<file path="config.mk">
export PLATFORM = sky130hd
export DESIGN_NAME = seq_mult_core
export DESIGN_NICKNAME = d
export VERILOG_FILES = /design/src/rtl/seq_mult_core.sv
export SDC_FILE = /design/constraint.sdc
export NUM_CORES = 1
export LEC_CHECK = 0
export CAP_MARGIN = 20
export CORE_MARGIN = 1.5
export CORE_UTILIZATION = 45
export CTS_CLUSTER_DIAMETER = 40
export DETAILED_ROUTE_END_ITERATION = 8
export PLACE_DENSITY = 0.7
export SLEW_MARGIN = 20
export SYNTH_ARGS = -nofsm -noshare
export SYNTH_HDL_FRONTEND = slang
export SYNTH_SLANG_ARGS = --single-unit
</file>
<file path="constraint.sdc">
create_clock -name clk -period 3.5 [get_ports clk]
set_clock_uncertainty 0.15 [all_clocks]
set_input_delay 0.7 -clock clk [delete_from_list [all_inputs] [get_ports clk]]
set_output_delay 0.7 -clock clk [all_outputs]
set_load 0.03 [all_outputs]
</file>
<file path="src/rtl/seq_mult_core.sv">
// seq_mult_core: radix-2 shift-add multiplier, one iteration per clock, registered 2W-bit product.
// Define SEQ_MULT_SIGNED_EN for two's complement operands (adds a NEG cycle when the product is negative).
module seq_mult_core #(
  parameter int W = 32
) (
  input  logic           clk,
  input  logic           reset,
  input  logic           start,
  input  logic [W-1:0]   a,
  input  logic [W-1:0]   b,
  output logic           busy,
  output logic           done,
  output logic [2*W-1:0] prod
);
  localparam int CW = $clog2(W) + 1;
  localparam logic [CW-1:0] LAST = CW'(W - 1);

  typedef enum logic [1:0] {
    IDLE = 2'd0,
    CALC = 2'd1,
    DONE = 2'd2
`ifdef SEQ_MULT_SIGNED_EN
    , NEG = 2'd3
`endif
  } state_t;

  state_t         state_reg;
  logic [2*W-1:0] acc_reg;
  logic [2*W-1:0] prod_reg;
  logic [W-1:0]   mcand_reg;
  logic [CW-1:0]  cnt_reg;
  logic           busy_reg;
  logic           done_reg;
  logic [W-1:0]   a_load;
  logic [W-1:0]   b_load;
  logic [W:0]     sum_next;
  logic [2*W-1:0] acc_next;

`ifdef SEQ_MULT_SIGNED_EN
  logic neg_reg;
  logic neg_load;

  // Magnitudes are taken as unsigned, so -2^(W-1) maps cleanly onto 2^(W-1).
  assign a_load   = a[W-1] ? -a : a;
  assign b_load   = b[W-1] ? -b : b;
  assign neg_load = a[W-1] ^ b[W-1];
`else
  assign a_load = a;
  assign b_load = b;
`endif

  // Upper half accumulates; lower half is the multiplier shifting out LSB-first.
  assign sum_next = {1'b0, acc_reg[2*W-1:W]} + (acc_reg[0] ? {1'b0, mcand_reg} : '0);
  assign acc_next = {sum_next, acc_reg[W-1:1]};

  always_ff @(posedge clk or negedge reset) begin
    if (!reset) begin
      state_reg <= IDLE;
      acc_reg   <= '0;
      prod_reg  <= '0;
      mcand_reg <= '0;
      cnt_reg   <= '0;
      busy_reg  <= 1'b0;
      done_reg  <= 1'b0;
`ifdef SEQ_MULT_SIGNED_EN
      neg_reg   <= 1'b0;
`endif
    end else begin
      case (state_reg)
        IDLE: begin
          if (start) begin
            mcand_reg <= a_load;
            acc_reg   <= {{W{1'b0}}, b_load};
            cnt_reg   <= '0;
            busy_reg  <= 1'b1;
            state_reg <= CALC;
`ifdef SEQ_MULT_SIGNED_EN
            neg_reg   <= neg_load;
`endif
          end
        end
        CALC: begin
          acc_reg <= acc_next;
          cnt_reg <= cnt_reg + 1'b1;
          if (cnt_reg == LAST) begin
            prod_reg <= acc_next;
`ifdef SEQ_MULT_SIGNED_EN
            if (neg_reg) begin
              state_reg <= NEG;
            end else begin
              busy_reg  <= 1'b0;
              done_reg  <= 1'b1;
              state_reg <= DONE;
            end
`else
            busy_reg  <= 1'b0;
            done_reg  <= 1'b1;
            state_reg <= DONE;
`endif
          end
        end
`ifdef SEQ_MULT_SIGNED_EN
        NEG: begin
          prod_reg  <= -prod_reg;
          busy_reg  <= 1'b0;
          done_reg  <= 1'b1;
          state_reg <= DONE;
        end
`endif
        DONE: begin
          done_reg  <= 1'b0;
          state_reg <= IDLE;
        end
        default: begin
          busy_reg  <= 1'b0;
          done_reg  <= 1'b0;
          state_reg <= IDLE;
        end
      endcase
    end
  end

  assign busy = busy_reg;
  assign done = done_reg;
  assign prod = prod_reg;

endmodule

</file>
# After elaboration in Yosys (flattened, before gate mapping)
# Cells that the tools add are included.
[op_classes] addsub=2 eq_ne=5 muxes=13 n_bitwise=2 n_reduce_logical=8
[ops] op="$pmux 64 s2" count=1
[ops] op="$mux 64" count=1
[ops] op="$add 32x32->33" count=1
[ops] op="$mux 32" count=1
[ops] op="$pmux 6 s2" count=1
[ops] op="$reduce_and 2->1" count=5
[ops] op="$add 6x1->6 const B" count=1
[ops] op="$eq 6x5->1 const B" count=1
[ops] op="$mux 6" count=1
[ops] op="$mux 2" count=2
[ops] op="$ne 2x2->1 const B" count=2
[ops] op="$pmux 2 s2" count=1
[ops] op="$mux 1" count=3
[ops] op="$pmux 1 s3" count=1
[ops] op="$reduce_and 3->1" count=1
[ops] op="$eq 2x1->1 const B" count=1
[ops] op="$eq 2x2->1 const B" count=1
[ops] op="$logic_not 2->1" count=1
[ops] op="$not 1->1" count=2
[ops] op="$pmux 1 s2" count=1
[ops] op="$reduce_bool 2->1" count=1
[totals] regBits=170 in_bits=67 output_inout_bits=66 elab_cells=37

# Logic depth before layout (Yosys ltp)
[logic_depth] ltp_word=3 mapped_depth=11 mapped_depth_nobuf=11

# Least setup slack after synthesis
# No wires, ideal clock.
[synth_timing] path_type="register -> register" start="register acc_reg[0]" end="register prod_reg[58] (netlist: prod[58])" setup_ps=125 arrival_time_ps=2511 required_ps=3225 setup_slack_ps=713 path_stages_with_launch=12 path_buffers=1 synth_period_minus_slack_ps=2787 path_cell_list="dfrtp_1 -> clkbuf_1 -> nand2_1 -> inv_1 -> ha_1 -> a21o_1 -> and4_1 -> or2_1 -> a311o_2 -> a31oi_4 -> xnor2_1 -> mux2_4"
[synth_between] elab_chain_cells=2
[synth_rtl] item="start: declaration" line_no="28" source="logic [2*W-1:0] acc_reg;"
[synth_rtl] item="start signal: assignment" line_no="73" source="acc_reg <= {{W{1'b0}}, b_load};"
[synth_rtl] item="start signal: assignment" line_no="83" source="acc_reg <= acc_next;"
[synth_rtl] item="$mux 32" line_no="53" source="assign sum_next = {1'b0, acc_reg[2*W-1:W]} + (acc_reg[0] ? {1'b0, mcand_reg} : '0);"
[synth_rtl] item="$add 32x32->33" line_no="53"
[synth_rtl] item="end signal: assignment" line_no="86" source="prod_reg <= acc_next;"
[synth_rtl] item="end: declaration" line_no="29" source="logic [2*W-1:0] prod_reg;"
# No other way between the ends.
# A chain may end at the register's enable or synchronous reset.

# Worst setup path after layout
[layout_timing] start="register acc_reg[0]" end="register prod_reg[62] (netlist: prod[62])"
# The elaborated chain is that of the path after synthesis.

==> impl_metrics.ini <==
[status]
status = finished, final reports clean

[final_layout]
syn2layout_area_growth_pct = 24.7
n_fill_cell = 1754
diodes = 0
nNetsFinal = 1157
drive_gt1_share_pct = 10.7

[route]
num_vias = 7396
totalWireLength_um = 23000
drt-wirelength-per-cell_um = 17.3
drtIter0Drc = 622
viasPerCell = 5.54
detail_route.first_pass.iterations = 5
drc = 0
ant_nets = 0

[power_and_ir_drop]
switching_share_pct = 41.7
p_seq_share_pct = 33.5
clockPowerShare_pct = 19.4
p_comb_share_pct = 47.1
intPower_w = 0.00580
powerDensity_mw_per_mm2 = 887
ir_drop_uv = 468
finalPower_w = 0.00995
leakagePower_nw = 4.98
p_switching_w = 0.00415

[setup_path]
reg2reg_depth = 10
slowest_delay_ns = 0.47
crit_slowest_cell = a311o_2
cp_cell_sequence = buf_4, and2_1, ha_1, a21o_1, a221oi_2, nor3_1, a311o_2, a31oi_1, xor2_1, o21ai_0
worst-path-max-fanout = 21
worstPathArrival_ns = 3.32
rrSetupSlack_ns = 0.31
required_ns = 3.63
cp-end-kind = flop
cp-start-kind = flop
crit_type = reg -> reg

[worst_hold_path]
hp-class = in -> async

[yosys]
synth_top_area_share_pct = 47.3
yosys-top-cells-area = dfrtp_1, nand2_1, mux2_2
synth_edf_count = 0
synthArstFlopShare_pct = 100
netlist_top_cells_count = nand2_1, dfrtp_1, o21ai_0
yosysWarnings = 0
synth_most_common_cell = nand2_1
syn_area_per_cell_um2 = 9.53
synth_area_leader_cell = dfrtp_1
seq_area_frac_synth_pct = 47.3
yosys_register_bits = 170
synth_nets = 1045
ys.flop_type = dfrtp_1
synth_cells = 944
yosysUniqueCellTypes = 69
synthesis.area_mm2 = 0.00900

[timing]
drv_slew = 0
fin_ws_ns = 0.311
tightest_slew_ns = 0.779
finalSetupViolations = 0
fin_tns_setup_ns = 0
fin_crit_ns = 3.19
rsz0062_at_grt = false
final-hold-violation-count = 0
max_freq_ghz = 0.314
slew_headroom_pct = 48.1
fin_crit_sh_pct = 91.1

[global_route]
grt_antenna_before_repair = 0
track_usage_pct = 23.1
overflow = 0
grt_pass1_wl_um = 37800
grt_max_degree = 70
grt_pass1_vias = 7375

[die]
fp.dieH_um = 144
initial_core_util_pct = 46.1
die_area_mm2 = 0.0209
rows = 51
fp.dieW_um = 144
core_mm2 = 0.0195
pin_count = 133

[placed_design]
port_buffers = 132
post-place-ws_ns = 0.387
post-dp-hpwl_um = 15500
place_congestion = 0.875

[clock_network]
cts-root-buf = clkbuf_16
clk_path_buf_depth = 2
clkTransAtPathRegs_ns = 0.07
clk_latency_ns = 0.43
cts_buffers = 17
cts_max_level = 4
cts_tree = done
postCtsHoldBufs = 0
post_cts_buffers = 0
post_cts_resized = 0
clock_sinks = 170

[job]
drv_cap = 0
## area by class of cell
| class | instances | area (um^2) | area share, % |
|---|---|---|---|
| multi-input combinational | 702 | 4480 | 39.9 |
| sequential | 170 | 4250 | 37.9 |
| timing repair buffer | 151 | 1500 | 13.4 |
| clock buffer | 17 | 425 | 3.79 |
| tap | 265 | 332 | 2.96 |
| clock inverter | 15 | 175 | 1.56 |
| inverter | 14 | 52.6 | 0.468 |
## cells by family (layout without fill, tap and decap cells)
logic type | Yosys count | in the layout | synth area share, %
AO/OA/AOI/OAI | 274 | 274 | 19.9
XOR/XNOR | 22 | 22 | 2.14
adder cells (fa/ha/maj) | 34 | 34 | 4.81
buffers and inverters | 72 | 197 | 3.21
flip-flops | 170 | 170 | 47.3
multiplexers | 41 | 41 | 5.17
AND/OR/NAND/NOR | 331 | 331 | 17.5
## path summary, 6_finish.rpt
check	from	end
max in group asynchronous	reset	acc_reg[21]
min in group clk	prod[28]	prod[28]
hold reg to reg	prod[28]	prod[28]
setup / recovery	acc_reg[0]	prod[62]
setup reg to reg	acc_reg[0]	prod[62]
hold / removal	reset	mcand_reg[17]
## placed cells by master, fill, tap and decap left out, types with 14 or more instances in the layout
cell             instances
a21oi_1                 73
a22o_1                  17
a22oi_1                 31
and2_1                  35
buf_4                   16
clkbuf_16               17
clkdlybuf4s50_1        131
dfrtp_1                170
ha_1                    33
mux2_2                  40
nand2_1                172
nand3_1                 16
nand4_1                 15
nor2_1                  25
nor2b_1                 33
o21ai_0                 77
xnor2_1                 14
## through the flow
step | utilization [%] | instances | hold WS [ns] | cell area, um^2
after CTS | 57.5 | 1334 | 0.0994 | 11200
after floorplan | - | 944 | 0.254 | 9000
after global placement | 54.4 | 1302 | 0.308 | 10600
after detailed placement | 54.4 | 1302 | 0.311 | 10600
final | 57.5 | 1334 | 0.0853 | 11200
after global routing | 57.5 | 1334 | 0.120 | 11200
## routing by layer
layer	vias to the layer above	global-route usage, %	wire, um	part of all wire [%]
met4	0	6.75	402	1.7
met2	190	36.3	10600	46
met3	30	5.33	1190	5.2
met5	-	0	0	0
li1	3569	-	-	-
met1	3607	32.0	10900	47
## worst max-delay path, delay by kind of cell (launching register included)
family / cells / cell delay (ns)
compound gates: 5 / 1.38
simple gates: 2 / 0.24
buf+inv: 1 / 0.22
fa+ha+maj: 1 / 0.37
flops: 1 / 0.41
xor+xnor: 1 / 0.24
## power by group through the flow
stage          clock (W)  combinational (W)  sequential, W
2_1_floorplan          0            0.00243        0.00396
3_3_place_gp           0            0.00460        0.00335
3_5_place_dp           0            0.00467        0.00335
4_1_cts          0.00197            0.00469        0.00334
5_1_grt          0.00205            0.00513        0.00344
6_report         0.00193            0.00468        0.00333
Power figures use the tool's default switching activity.
